===== src/rtl/mem_io_ctrl.sv =====
// CPU memory/IO access controller: 3-state access FSM with memory-mapped keyboard, display and MCR registers.
// Latency: ready on the 2nd edge counting the one that samples mio_en; ready is held until mio_en drops.
module mem_io_ctrl (
  input  logic        clk,
  input  logic        rst_n,
  input  logic [15:0] bus_in,
  input  logic        ld_mar,
  input  logic        ld_mdr,
  input  logic        mio_en,
  input  logic        r_w,
  output logic [15:0] mdr_out,
  output logic        ready,
  output logic [15:0] mem_addr,
  output logic [15:0] mem_wdata,
  output logic        mem_en,
  output logic        mem_rw,
  input  logic [15:0] mem_rdata,
  input  logic        kb_valid,
  input  logic [7:0]  kb_data,
  output logic        disp_valid,
  output logic [7:0]  disp_data,
  input  logic        disp_ready,
  output logic        run
);

  typedef enum logic [1:0] {IDLE, ACC, DONE} state_t;

  state_t      state_q, state_d;
  logic        is_io_q, is_io_d;
  logic        rw_q, rw_d;
  logic [15:0] mar_q, mar_d;
  logic [15:0] mdr_q, mdr_d;
  logic [7:0]  kbdr_q, kbdr_d;
  logic        kb_full_q, kb_full_d;
  logic        ie_q, ie_d;
  logic        ovr_q, ovr_d;
  logic        disp_valid_q, disp_valid_d;
  logic [7:0]  disp_data_q, disp_data_d;
  logic        run_q, run_d;

  logic        acc_io, io_rd, io_wr;
  logic [15:0] io_rdata;

  assign acc_io = (state_q == ACC) && is_io_q;
  assign io_rd  = acc_io && !rw_q;
  assign io_wr  = acc_io && rw_q;

  // Gating the strobe with rst_n keeps an aborted write from landing in memory.
  assign mem_en     = (state_q == ACC) && !is_io_q && rst_n;
  assign mem_rw     = mem_en && rw_q;
  assign ready      = (state_q == DONE);
  assign mem_addr   = mar_q;
  assign mem_wdata  = mdr_q;
  assign mdr_out    = mdr_q;
  assign disp_valid = disp_valid_q;
  assign disp_data  = disp_data_q;
  assign run        = run_q;

  always_comb begin
    io_rdata = 16'h0000;
    case (mar_q)
      16'hFE00: io_rdata = {kb_full_q, ie_q, ovr_q, 13'h0000};
      16'hFE02: io_rdata = {8'h00, kbdr_q};
      16'hFE04: io_rdata = {~disp_valid_q, 15'h0000};
      16'hFFFE: io_rdata = {run_q, 15'h0000};
      default:  io_rdata = 16'h0000;
    endcase
  end

  always_comb begin
    state_d      = state_q;
    is_io_d      = is_io_q;
    rw_d         = rw_q;
    mar_d        = mar_q;
    mdr_d        = mdr_q;
    kbdr_d       = kbdr_q;
    kb_full_d    = kb_full_q;
    ie_d         = ie_q;
    ovr_d        = ovr_q;
    disp_valid_d = disp_valid_q;
    disp_data_d  = disp_data_q;
    run_d        = run_q;

    case (state_q)
      IDLE: begin
        if (ld_mar) mar_d = bus_in;
        if (ld_mdr) mdr_d = bus_in;
        if (mio_en) begin
          rw_d    = r_w;
          is_io_d = (mar_q >= 16'hFE00);
          state_d = ACC;
        end
      end
      ACC: begin
        if (!rw_q) mdr_d = is_io_q ? io_rdata : mem_rdata;
        state_d = DONE;
      end
      DONE: begin
        if (!mio_en) state_d = IDLE;
      end
      default: state_d = IDLE;
    endcase

    // A KBDR read frees the buffer, so a character arriving on the same edge is accepted.
    if (io_rd && (mar_q == 16'hFE02)) begin
      kb_full_d = 1'b0;
      ovr_d     = 1'b0;
    end
    if (kb_valid) begin
      if (!kb_full_d) begin
        kbdr_d    = kb_data;
        kb_full_d = 1'b1;
      end else begin
        ovr_d = 1'b1;
      end
    end

    if (io_wr && (mar_q == 16'hFE00)) ie_d  = mdr_q[14];
    if (io_wr && (mar_q == 16'hFFFE)) run_d = mdr_q[15];

    if (disp_valid_q && disp_ready) begin
      disp_valid_d = 1'b0;
    end else if (io_wr && (mar_q == 16'hFE06) && !disp_valid_q) begin
      disp_data_d  = mdr_q[7:0];
      disp_valid_d = 1'b1;
    end
  end

  always_ff @(posedge clk) begin
    if (!rst_n) begin
      state_q      <= IDLE;
      is_io_q      <= 1'b0;
      rw_q         <= 1'b0;
      mar_q        <= 16'h0000;
      mdr_q        <= 16'h0000;
      kbdr_q       <= 8'h00;
      kb_full_q    <= 1'b0;
      ie_q         <= 1'b0;
      ovr_q        <= 1'b0;
      disp_valid_q <= 1'b0;
      disp_data_q  <= 8'h00;
      run_q        <= 1'b1;
    end else begin
      state_q      <= state_d;
      is_io_q      <= is_io_d;
      rw_q         <= rw_d;
      mar_q        <= mar_d;
      mdr_q        <= mdr_d;
      kbdr_q       <= kbdr_d;
      kb_full_q    <= kb_full_d;
      ie_q         <= ie_d;
      ovr_q        <= ovr_d;
      disp_valid_q <= disp_valid_d;
      disp_data_q  <= disp_data_d;
      run_q        <= run_d;
    end
  end

endmodule


===== config.mk =====
export PLATFORM = sky130hd
export DESIGN_NAME = mem_io_ctrl
export DESIGN_NICKNAME = d
export VERILOG_FILES = /design/src/rtl/mem_io_ctrl.sv
export SDC_FILE = /design/constraint.sdc
export NUM_CORES = 1
export LEC_CHECK = 0
export BUFFER_PORTS_ARGS = -buffer_cell sky130_fd_sc_hd__buf_2
export CAP_MARGIN = 10
export CORE_UTILIZATION = 52
export DETAILED_ROUTE_END_ITERATION = 12
export PLACE_DENSITY = 0.85
export SYNTH_ARGS = -nofsm -noshare
export SYNTH_HDL_FRONTEND = slang
export SYNTH_SLANG_ARGS = --single-unit

===== constraint.sdc =====
create_clock -name clk -period 4.7 [get_ports clk]
set_clock_uncertainty 0.2 [all_clocks]
set_input_delay 0.94 -clock clk [delete_from_list [all_inputs] [get_ports clk]]
set_output_delay 0.94 -clock clk [all_outputs]
set_load 0.005 [all_outputs]

==> results.py, run 1 <==
metrics = {
    "detailed_routing": {
        "drc": 0,
        "dr.pass1.iters": 5,
        "wl_mm": 7.62,
        "num_vias": 2733,
        "drt-initial-drc-count": 248,
        "wl_per_cell_microns": 15.8,
        "ant_nets": 0,
        "viasPerCell": 5.68,
    },
    "min_path": {
        "min_from": "kbdr_q[5]",
        "hold_path_class": "reg -> reg",
        "holdPathStages": 2,
        "min_to": "kbdr_q[5]",
    },
    "sta": {
        "min_period_ns": 3.35,
        "holdWs_ns": 0.268,
        "slew_headroom_pct": 22.6,
        "finalSetupViolCount": 0,
        "finalHoldViolCount": 0,
        "fmax_mhz": 298,
        "finalCritPeriodShare_pct": 71.3,
        "drv_slew": 0,
        "tightestPinTransition_ns": 1.16,
        "rsz0062_at_grt": "no",
        "tns_ns": 0,
    },
    "synthesis": {
        "synth_cell_types": 37,
        "synthCells": 330,
        "syn_avg_cell_area_sq_um": 8.23,
        "synth-edff-count": 0,
        "ys_seq_area_share_pct": 42.0,
        "syn_nets": 378,
        "synth_warnings": 0,
        "synth_flop_cell": "dfxtp_1",
        "async_reset_ff_share_pct": 0,
        "netlist_area_sq_um": 2720,
        "ys_ff_latch": 57,
    },
    "final_layout": {
        "drive_above_1_share_pct": 31.4,
        "post-route-util_pct": 66.8,
        "finalNonFillerCells": 481,
        "n_antenna_cell": 0,
        "area_delta_synth_final_pct": 20.0,
        "fillers": 421,
        "nets": 458,
    },
    "die": {
        "ioPinCount": 109,
        "core.rowCount": 25,
        "die_h_microns": 74.3,
        "core_sq_um": 4880,
        "start_util_pct": 55.6,
        "die_x_microns": 74.3,
        "die_area_sq_um": 5510,
    },
    "worst_setup_path": {
        "cp_cell_sequence": "buf_2, inv_1, buf_4, nor3_1, and2_1, buf_2",
        "ff2ff_path_depth": 4,
        "rr_startpoint": "is_io_q",
        "crit_path_frequent_cell": "buf_2",
        "path_max_fanout": 38,
        "critPathMaxStageDelay_ns": 0.38,
        "required_ns": 3.56,
        "r2r_slack_ns": 2.33,
        "slowest_stage": "buf_2",
        "r2r-end": "kbdr_q[1]",
        "worstSetupEndpointType": "primary output",
        "critical_path_class": "in -> out",
        "start_kind": "input port",
        "cp_data_arrival_time_ns": 2.21,
    },
    "placement": {
        "numPlacedInstances": 465,
        "routabilityCongestion": 0.977,
        "dp_hpwl_mm": 5.40,
        "io_buffers": 108,
    },
    "clocking": {
        "cts_root_buffer": "clkbuf_8",
        "cts.reportedPaths.clkPinSlew_ns": 0.06,
        "cts_tree": "done",
        "hold_buffers": 0,
        "cts_made_buffers": 9,
        "postCtsSetupBuffers": 0,
        "clk-insertion-delay-late_ns": 0.34,
        "cts_resized": 0,
        "clock-sinks": 57,
        "clockBufferDepth": 2,
        "h-tree-depth": 3,
    },
    "global_routing": {
        "grt_antenna_before_repair": 0,
        "gr-total-overflow": 0,
        "grt_start_max_net_pins": 39,
        "grtUsageTotal_pct": 28.5,
        "grt_pass1_vias": 2433,
        "grt_pass1_wl_mm": 11.4,
    },
    "status": {
        "status": "finished clean",
    },
    "power": {
        "total_power_mw": 1.13,
        "leakagePower_nw": 1.44,
        "vdd_drop_max_mv": 0.199,
        "power_density_nw_per_um2": 348,
    },
    "job": {
        "drv_cap": 0,
    },
}
-- worst max-delay path by stage --
stage                     startpoint      to  slack (ns)  depth (start not counted)
final                          rst_n  mem_rw        1.35                          6
after global routing           rst_n  mem_rw        1.23                          6
after CTS                      rst_n  mem_rw        1.37                          6
after detailed placement       rst_n  mem_rw        1.38                          6
after global placement         rst_n  mem_rw        1.39                          6
after floorplan                rst_n  mem_rw        2.18                          3
-- registers in the layout, indices dropped and copies added (netlist names) --
signal	cells
mdr_out	16
mem_addr	16
disp_data	8
kbdr_q	8
state_q	2
disp_valid	1
ie_q	1
is_io_q	1
kb_full_q	1
ovr_q	1
run	1
rw_q	1
-- synthesized netlist by cell type, types with 2 or more instances --
cell type | n | area share [%]
dfxtp_1 | 57 | 42
nand4_1 | 13 | 3.0
clkbuf_8 | 3 | 1.5
mux2i_1 | 9 | 3.3
nor2_1 | 10 | 1.4
nand3_1 | 15 | 2.8
buf_2 | 5 | 0.92
inv_1 | 6 | 0.83
and2_1 | 3 | 0.69
a21oi_1 | 45 | 8.3
o21ai_1 | 5 | 0.92
nor3b_1 | 17 | 4.7
nor2b_1 | 2 | 0.46
nand2_1 | 54 | 7.5
a211oi_1 | 5 | 1.4
buf_6 | 3 | 1.2
clkbuf_1 | 12 | 1.7
nor3_1 | 3 | 0.55
o21ai_0 | 14 | 2.6
a31oi_1 | 12 | 2.8
nand3b_1 | 2 | 0.55
nand2b_1 | 3 | 0.69
buf_4 | 18 | 5.0
-- worst max-delay path: cells and delay by family --
| family | cells | cell delay [ns] |
|---|---|---|
| simple gates | 2 | 0.42 |
| buf+inv | 4 | 0.82 |
-- layout by cell type (no fill, tap or decap), drive strengths merged --
master / instances
o31ai: 1
nor4: 2
a21oi: 45
clkbuf: 14
or3b: 1
or3: 1
nand2b: 3
a211oi: 5
a32oi: 1
and4b: 2
a31oi: 12
o311a: 1
inv: 6
nand3b: 2
nand4: 13
nor3b: 17
nand2: 54
clkinv: 1
nor2: 11
a2bb2oi: 1
a31o: 1
and4: 1
buf: 109
nor2b: 2
dfxtp: 57
clkinvlp: 1
and2: 3
nand3: 15
o21ai: 19
and3b: 1
mux2i: 9
nor3: 3
-- layout make-up --
cell class / instances / area [sq um] / share of cell area (%)
Inverter: 6 / 22.5 / 0.691
Tap cell: 67 / 83.8 / 2.57
Multi-Input combinational cell: 226 / 1270 / 39.1
Sequential cell: 57 / 1140 / 35.0
Clock buffer: 13 / 169 / 5.18
Clock inverter: 2 / 12.5 / 0.384
Timing Repair Buffer: 110 / 556 / 17.0
-- kinds of logic (layout without fill, tap and decap cells) --
group	after synthesis	in the layout	synth area share (%)
simple gates	131	131	25.3
compound gates	86	86	18.2
flops	57	57	42.0
buf+inv	47	131	11.2
mux	9	9	3.32
-- power breakdown --
part           internal, mW  switching [mW]  total (mW)
Combinational        0.0754          0.0918       0.167
Sequential            0.515          0.0304       0.546
Clock                 0.231           0.191       0.422
Total                 0.822           0.313        1.13
-- through the flow --
step / instance area (sq um) / setup slack (ns)
after floorplan: 2720 / 2.18
after global placement: 3070 / 1.39
after detailed placement: 3070 / 1.38
final: 3260 / 1.35
after global routing: 3260 / 1.23
after CTS: 3250 / 1.37
-- per-layer routing --
layer | wire length (microns) | up-vias | GRT usage (%)
met2 | 3530 | 151 | 44.6
met5 | 0 | - | 0
met4 | 267 | 0 | 18.7
li1 | - | 1314 | -
met1 | 3150 | 1239 | 34.0
met3 | 672 | 29 | 8.40
No activity file was read; power rests on OpenSTA's default activity.
==> run 2: changes to the inputs <==
--- a/config.mk
+++ b/config.mk
@@ -5,11 +5,12 @@
 export SDC_FILE = /design/constraint.sdc
 export NUM_CORES = 1
 export LEC_CHECK = 0
+export ABC_AREA = 1
 export BUFFER_PORTS_ARGS = -buffer_cell sky130_fd_sc_hd__buf_2
 export CAP_MARGIN = 10
-export CORE_UTILIZATION = 52
+export CORE_UTILIZATION = 48
 export DETAILED_ROUTE_END_ITERATION = 12
-export PLACE_DENSITY = 0.85
+export PLACE_DENSITY = 0.79
 export SYNTH_ARGS = -nofsm -noshare
 export SYNTH_HDL_FRONTEND = slang
 export SYNTH_SLANG_ARGS = --single-unit
==> constraint.sdc (replaced) <==
create_clock -name clk -period 3.27 [get_ports clk]
set_clock_uncertainty 0.2 [all_clocks]
set_input_delay 0.654 -clock clk [delete_from_list [all_inputs] [get_ports clk]]
set_output_delay 0.654 -clock clk [all_outputs]
set_load 0.005 [all_outputs]
==> run 2 against run 1 <==
  * Global-route usage is 4.0 points lower
  * Synthesized cell count up 17%
  * Clock power rose by 40%
  * Wire length is 5.8% lower
  * Clock-buffer cell count stayed put
  * Register-to-register slack worse by 1.0 ns
  * Worst setup slack got worse by 0.34 ns
  * Via count rose by 1.5%
  * Largest cell class unchanged
  * First-iteration DRC count shrank 32%
  * Highest routed layer unchanged
  * Final cell count grew 13%
  * Critical endpoint unchanged
  * Die area is 8.8% higher
==> results.py, run 2 <==
metrics = {
    "detailed_routing": {
        "ant_nets": 0,
        "drt-initial-drc-count": 168,
        "num_vias": 2774,
        "wl_mm": 7.17,
        "viasPerCell": 5.09,
        "drc": 0,
        "dr.pass1.iters": 4,
        "wl_per_cell_microns": 13.2,
    },
    "synthesis": {
        "synthAdderAreaFrac_pct": 0,
        "synth_top_area_cell": "dfxtp_1",
        "synthSimpleGateAreaFrac_pct": 23.7,
        "synth-edff-count": 0,
        "synth_cell_types": 26,
        "syn_nets": 433,
        "synth_flop_cell": "dfxtp_1",
        "synth_top_area_share_pct": 41.7,
        "synth.top_cells.by_area": "dfxtp_1 42%, a21oi_1 10%, o21ai_0 7.0%, nor2_1 6.5%, nand2_1 6.3%",
        "synth_warnings": 0,
        "synth_xor_area_share_pct": 0,
        "synth_common_cells": "57 x dfxtp_1, 55 x a21oi_1, 47 x nor2_1",
        "synthCells": 385,
        "ys_seq_area_share_pct": 41.7,
        "yosysMostFrequentCell": "dfxtp_1",
        "synth_top_family_by_area": "simple AND/OR/NAND/NOR gates",
        "synth_compound_area_share_pct": 20.5,
        "syn_avg_cell_area_sq_um": 7.10,
        "async_reset_ff_share_pct": 0,
        "synthMuxAreaShare_pct": 0,
        "ys_ff_latch": 57,
        "netlist_area_sq_um": 2730,
    },
    "final_layout": {
        "final_cell_mix": "108 x buf_2, 57 x dfxtp_1, 55 x a21oi_1",
        "register_area_sq_um": 1140,
        "post-route-util_pct": 60.6,
        "multiInputGateArea_sq_um": 1210,
        "final_common_cell": "buf_2",
        "nets": 517,
        "area_delta_synth_final_pct": 22.1,
        "drive_above_1_share_pct": 30.2,
        "n_antenna_cell": 0,
        "fillers": 530,
    },
    "global_routing": {
        "grt_pass1_wl_mm": 11.6,
        "gr-total-overflow": 0,
        "grtUsageTotal_pct": 24.5,
        "grt_antenna_before_repair": 0,
        "grt_pass1_vias": 2503,
        "grt_start_max_net_pins": 52,
    },
    "sta": {
        "slew_headroom_pct": 56.8,
        "fmax_mhz": 442,
        "finalSetupViolCount": 0,
        "fin_ws_ns": 1.01,
        "rsz0062_at_grt": "no",
        "min_period_ns": 2.26,
        "drv_slew": 0,
        "finalCritPeriodShare_pct": 69.1,
        "tns_ns": 0,
        "finalHoldViolCount": 0,
        "tightestPinTransition_ns": 0.648,
    },
    "placement": {
        "dp_hpwl_mm": 5.29,
        "routabilityCongestion": 0.915,
        "io_buffers": 108,
        "dp_worst_setup_slack_ns": 1.19,
    },
    "clocking": {
        "cts_made_buffers": 9,
        "postCtsSetupBuffers": 0,
        "h-tree-depth": 3,
        "cts.reportedPaths.clkPinSlew_ns": 0.06,
        "cts_tree": "done",
        "clock-sinks": 57,
        "clockBufferDepth": 2,
        "cts_resized": 0,
        "hold_buffers": 0,
        "cts_root_buffer": "clkbuf_8",
        "clk-insertion-delay-late_ns": 0.33,
    },
    "worst_setup_path": {
        "worstSetupEndpointType": "primary output",
        "required_ns": 2.42,
        "worstSetupStartpoint": "state_q[0]",
        "path_max_fanout": 9,
        "critical_path_class": "reg -> out",
        "cp_data_arrival_time_ns": 1.41,
        "rr_startpoint": "mem_addr[9]",
        "start_kind": "flip-flop",
    },
    "die": {
        "ioPinCount": 109,
        "die_h_microns": 77.5,
        "core.rowCount": 27,
        "core_sq_um": 5510,
        "die_area_sq_um": 6000,
        "die_x_microns": 77.5,
        "start_util_pct": 49.6,
    },
    "job": {
        "drv_cap": 0,
    },
    "power": {
        "total_power_mw": 1.66,
        "power_density_nw_per_um2": 499,
        "vdd_drop_max_mv": 0.260,
        "leakagePower_nw": 1.67,
    },
    "min_path": {
        "min_from": "ie_q",
        "hold_path_class": "reg -> reg",
    },
    "status": {
        "status": "finished clean",
    },
}
run 2: cell count changes after synthesis, sizes merged, moves of 5 or more:
cell,change
nor2,+40
inv,+37
o21ai,+22
nand3,+18
nor3b,-16
a21oi,+11
nand4,-11
a31oi,-9
mux2i,-9
a22oi,+5
run 2: path summary, 6_finish.rpt:
kind	slack, ns	endpoint	cells past startpoint
worst min-delay path	0.26	ie_q	2
worst max register to register	1.29	disp_data[4]	8
worst max-delay path	1.01	mem_rw	5
worst min register to register	0.26	ie_q	2
run 2: metrics by stage:
step           instance area [sq um]  hold WS, ns  cells
6_report                        3340        0.261    545
5_1_grt                         3340        0.288    545
4_1_cts                         3340        0.263    545
3_5_place_dp                    3160        0.249    530
3_3_place_gp                    3160        0.243    530
2_1_floorplan                   2730        0.229    385
run 2: kinds of logic (layout without fill, tap and decap cells):
kind of cell    Yosys count  count (layout)
simple gates            141             141
compound gates          107             107
buf+inv                  80             168
flops                    57              57
run 2: cell type report:
cell class | instances | area share (%)
clock inverters | 2 | 0.375
multi-input cells | 248 | 36.2
clock buffers | 13 | 5.06
inverters | 43 | 4.84
repair buffers | 110 | 16.6
well taps | 72 | 2.70
flip-flops and latches | 57 | 34.2
run 2: where the power goes:
| part | switching [mW] | leakage, nW | internal (mW) | total, mW |
|---|---|---|---|---|
| clock | 0.259 | 0.0915 | 0.331 | 0.590 |
| sequential | 0.0486 | 0.470 | 0.749 | 0.797 |
| combinational | 0.162 | 1.11 | 0.115 | 0.277 |
run 2: metal layers:
layer | vias to the layer above | part of all wire [%] | track usage [%]
li1 | 1409 | - | -
met1 | 1250 | 46 | 32.3
met2 | 102 | 46 | 39.2
met3 | 13 | 6.4 | 4.71
met4 | 0 | 1.9 | 10.0
met5 | - | 0 | 0
run 2: critical path, cell delays in order, from the launching register on:
cell     delay [ns]
dfxtp_1        0.38
inv_2          0.06
nor2_4         0.20
nand2_1        0.14
nor3_1         0.16
buf_2          0.14
==> run 3: changes to the inputs <==
--- a/config.mk
+++ b/config.mk
@@ -8,9 +8,9 @@
 export ABC_AREA = 1
 export BUFFER_PORTS_ARGS = -buffer_cell sky130_fd_sc_hd__buf_2
 export CAP_MARGIN = 10
-export CORE_UTILIZATION = 48
+export CORE_UTILIZATION = 44
 export DETAILED_ROUTE_END_ITERATION = 12
-export PLACE_DENSITY = 0.79
+export PLACE_DENSITY = 0.76
 export SYNTH_ARGS = -nofsm -noshare
 export SYNTH_HDL_FRONTEND = slang
 export SYNTH_SLANG_ARGS = --single-unit
==> constraint.sdc (replaced) <==
create_clock -name clk -period 1.8 [get_ports clk]
set_clock_uncertainty 0.2 [all_clocks]
set_input_delay 0.36 -clock clk [delete_from_list [all_inputs] [get_ports clk]]
set_output_delay 0.36 -clock clk [all_outputs]
set_load 0.005 [all_outputs]
==> run 3 against run 2 <==
  * Utilization fell by 0.64 points
  * Wire length rose by 9.2%
  * Register-to-register slack got worse by 1.2 ns
  * Sequential power rose by 82%
  * Cell area rose by 7.0%
  * Die area rose by 8.8%
  * Via count rose by 5.3%
  * Global-route usage fell by 0.34 points
  * Clock power rose by 120%
  * Clock-buffer cell count did not move
  * Sequential share of layout area fell by 2.0 points
  * Combinational power rose by 100%
  * Critical endpoint unchanged
==> results.py, run 3 (synthesis gave the netlist of run 2 again) <==
metrics = {
    "detailed_routing": {
        "drc": 0,
        "wl_mm": 7.83,
        "drt-initial-drc-count": 228,
        "wl_met2_mm": 3.63,
        "highest_layer": "met4",
        "dr.pass1.iters": 5,
        "met3_length_microns": 519,
        "wl_met1_mm": 3.52,
        "viasPerCell": 5.17,
        "num_vias": 2920,
        "wl_per_cell_microns": 13.9,
        "ant_nets": 0,
    },
    "sta": {
        "tightestPinTransition_ns": 0.464,
        "drv_slew": 0,
        "finalSetupViolCount": 0,
        "fmax_mhz": 575,
        "fin_ws_ns": 0.0601,
        "slew_headroom_pct": 69.1,
        "min_period_ns": 1.74,
        "finalHoldViolCount": 0,
        "finalCritPeriodShare_pct": 96.7,
    },
    "final_layout": {
        "nets": 534,
        "area_delta_synth_final_pct": 30.7,
        "post-route-util_pct": 60.0,
        "finalNonFillerCells": 565,
        "final_common_cell": "buf_2",
        "final_cell_mix": "108 x buf_2, 55 x a21oi_1, 50 x dfxtp_1",
        "n_antenna_cell": 0,
        "drive_above_1_share_pct": 34.7,
    },
    "power": {
        "seqPwrFrac_pct": 44.2,
        "combPwrFrac_pct": 16.9,
        "clkPwrFrac_pct": 38.9,
        "sw_frac_of_total_pct": 27.2,
        "vdd_drop_max_mv": 0.437,
        "power_density_nw_per_um2": 917,
        "leakagePower_nw": 1.79,
        "p_sw_mw": 0.891,
        "p_int_mw": 2.39,
    },
    "global_routing": {
        "gr-total-overflow": 0,
        "grt_start_max_net_pins": 52,
        "grt_pass1_vias": 2522,
        "grt_pass1_wl_mm": 12.0,
        "grtUsageTotal_pct": 24.2,
        "grt_antenna_before_repair": 0,
    },
    "die": {
        "die_area_sq_um": 6530,
        "ioPinCount": 109,
        "die_x_microns": 80.8,
        "die_h_microns": 80.8,
        "core_sq_um": 5960,
        "start_util_pct": 45.9,
        "core.rowCount": 28,
    },
    "worst_setup_path": {
        "path_buf_inv": 2,
        "path_max_fanout": 4,
        "required_ns": 1.24,
        "slowest_stage": "dfxtp_2",
        "critPathTopFamily": "flip-flops",
        "critPathMaxStageDelay_ns": 0.35,
        "start_kind": "flip-flop",
        "cp_data_arrival_time_ns": 1.18,
        "cp_cell_sequence": "inv_2, nor2_4, nand2_2, nor3_1, buf_2",
        "critical_path_class": "reg -> out",
        "worstSetupEndpointType": "primary output",
    },
    "placement": {
        "numPlacedInstances": 547,
        "dp_hpwl_mm": 5.58,
        "io_buffers": 108,
        "dp_worst_setup_slack_ns": 0.125,
        "routabilityCongestion": 0.851,
    },
    "status": {
        "status": "finished clean",
    },
    "min_path": {
        "hold_path_class": "in -> reg",
    },
    "clocking": {
        "clock-sinks": 57,
        "cts.reportedPaths.clkPinSlew_ns": 0.06,
        "cts_made_buffers": 9,
        "cts_root_buffer": "clkbuf_8",
        "h-tree-depth": 3,
        "clk-insertion-delay-late_ns": 0.33,
        "cts_tree": "done",
        "clockBufferDepth": 2,
    },
    "job": {
        "drv_cap": 0,
    },
}
==> run 3: cell types whose count changed in the layout (fill, tap and decap cells not counted), sizes merged <==
cell and delta:
clkinvlp -1, buf +15, clkbuf +2, bufinv +1
==> run 3: area by class of cell <==
cell class                      instances  area (sq um)
Sequential cell                        57          1150
Clock inverter                          2          35.0
Clock buffer                           13           179
Fill cell                             581          2380
Timing Repair Buffer                  127           734
Inverter                               43           161
Multi-Input combinational cell        248          1220
Tap cell                               75          93.8
==> run 3: timing repair <==
action | CTS | global route
gates cloned | 0 | 2
hold buffers | 0 | 0
setup buffers | 0 | 1
gates resized for setup | 1 | 10
setup endpoints to repair | 1 | 11
==> run 3: path summary, 6_finish.rpt <==
| path | startpoint | slack, ns | endpoint | cells after the start |
|---|---|---|---|---|
| worst min-delay path | bus_in[5] | 0.09 | mem_addr[5] | 3 |
| worst max-delay path | state_q[0] | 0.06 | mem_rw | 5 |
| worst max register to register | mem_addr[13] | 0.10 | disp_data[5] | 10 |
| worst min register to register | ie_q | 0.26 | ie_q | 2 |
==> run 3: layer usage <==
metal / GRT usage (%) / vias to the layer above
met5: 0 / -
li1: - / 1453
met3: 4.38 / 17
met1: 32.2 / 1320
met2: 37.1 / 130
met4: 12.5 / 0
==> run 3: through the flow <==
| stage | total power, mW | instance area (sq um) | setup TNS (ns) | hold slack, ns |
|---|---|---|---|---|
| detailed placement | 2.01 | 3280 | 0 | 0.252 |
| global placement | 2.00 | 3280 | 0 | 0.241 |
| CTS | 3.28 | 3490 | 0 | 0.0800 |
| floorplan | 1.79 | 2730 | 0 | 0.229 |
| finish | 3.28 | 3570 | 0 | 0.0876 |
| global route | 3.43 | 3570 | -0.00318 | 0.0853 |
==> run 3: worst register-to-register path, cell delays in order, from the launching register on <==
cell       delay, ns
dfxtp_2         0.34
nand2_1         0.09
inv_2           0.06
nand2_2         0.07
nor2_8          0.15
nor3b_4         0.20
buf_6           0.15
clkbuf_16       0.13
nand3_1         0.07
nand2_1         0.07
nor2_1          0.04
==> run 3: power groups by stage <==
stage          logic (mW)  clock network [mW]  registers, mW
2_1_floorplan       0.327                   0           1.46
3_3_place_gp        0.540                   0           1.46
3_5_place_dp        0.545                   0           1.47
4_1_cts             0.548                1.29           1.44
5_1_grt             0.621                1.35           1.46
6_report            0.554                1.27           1.45
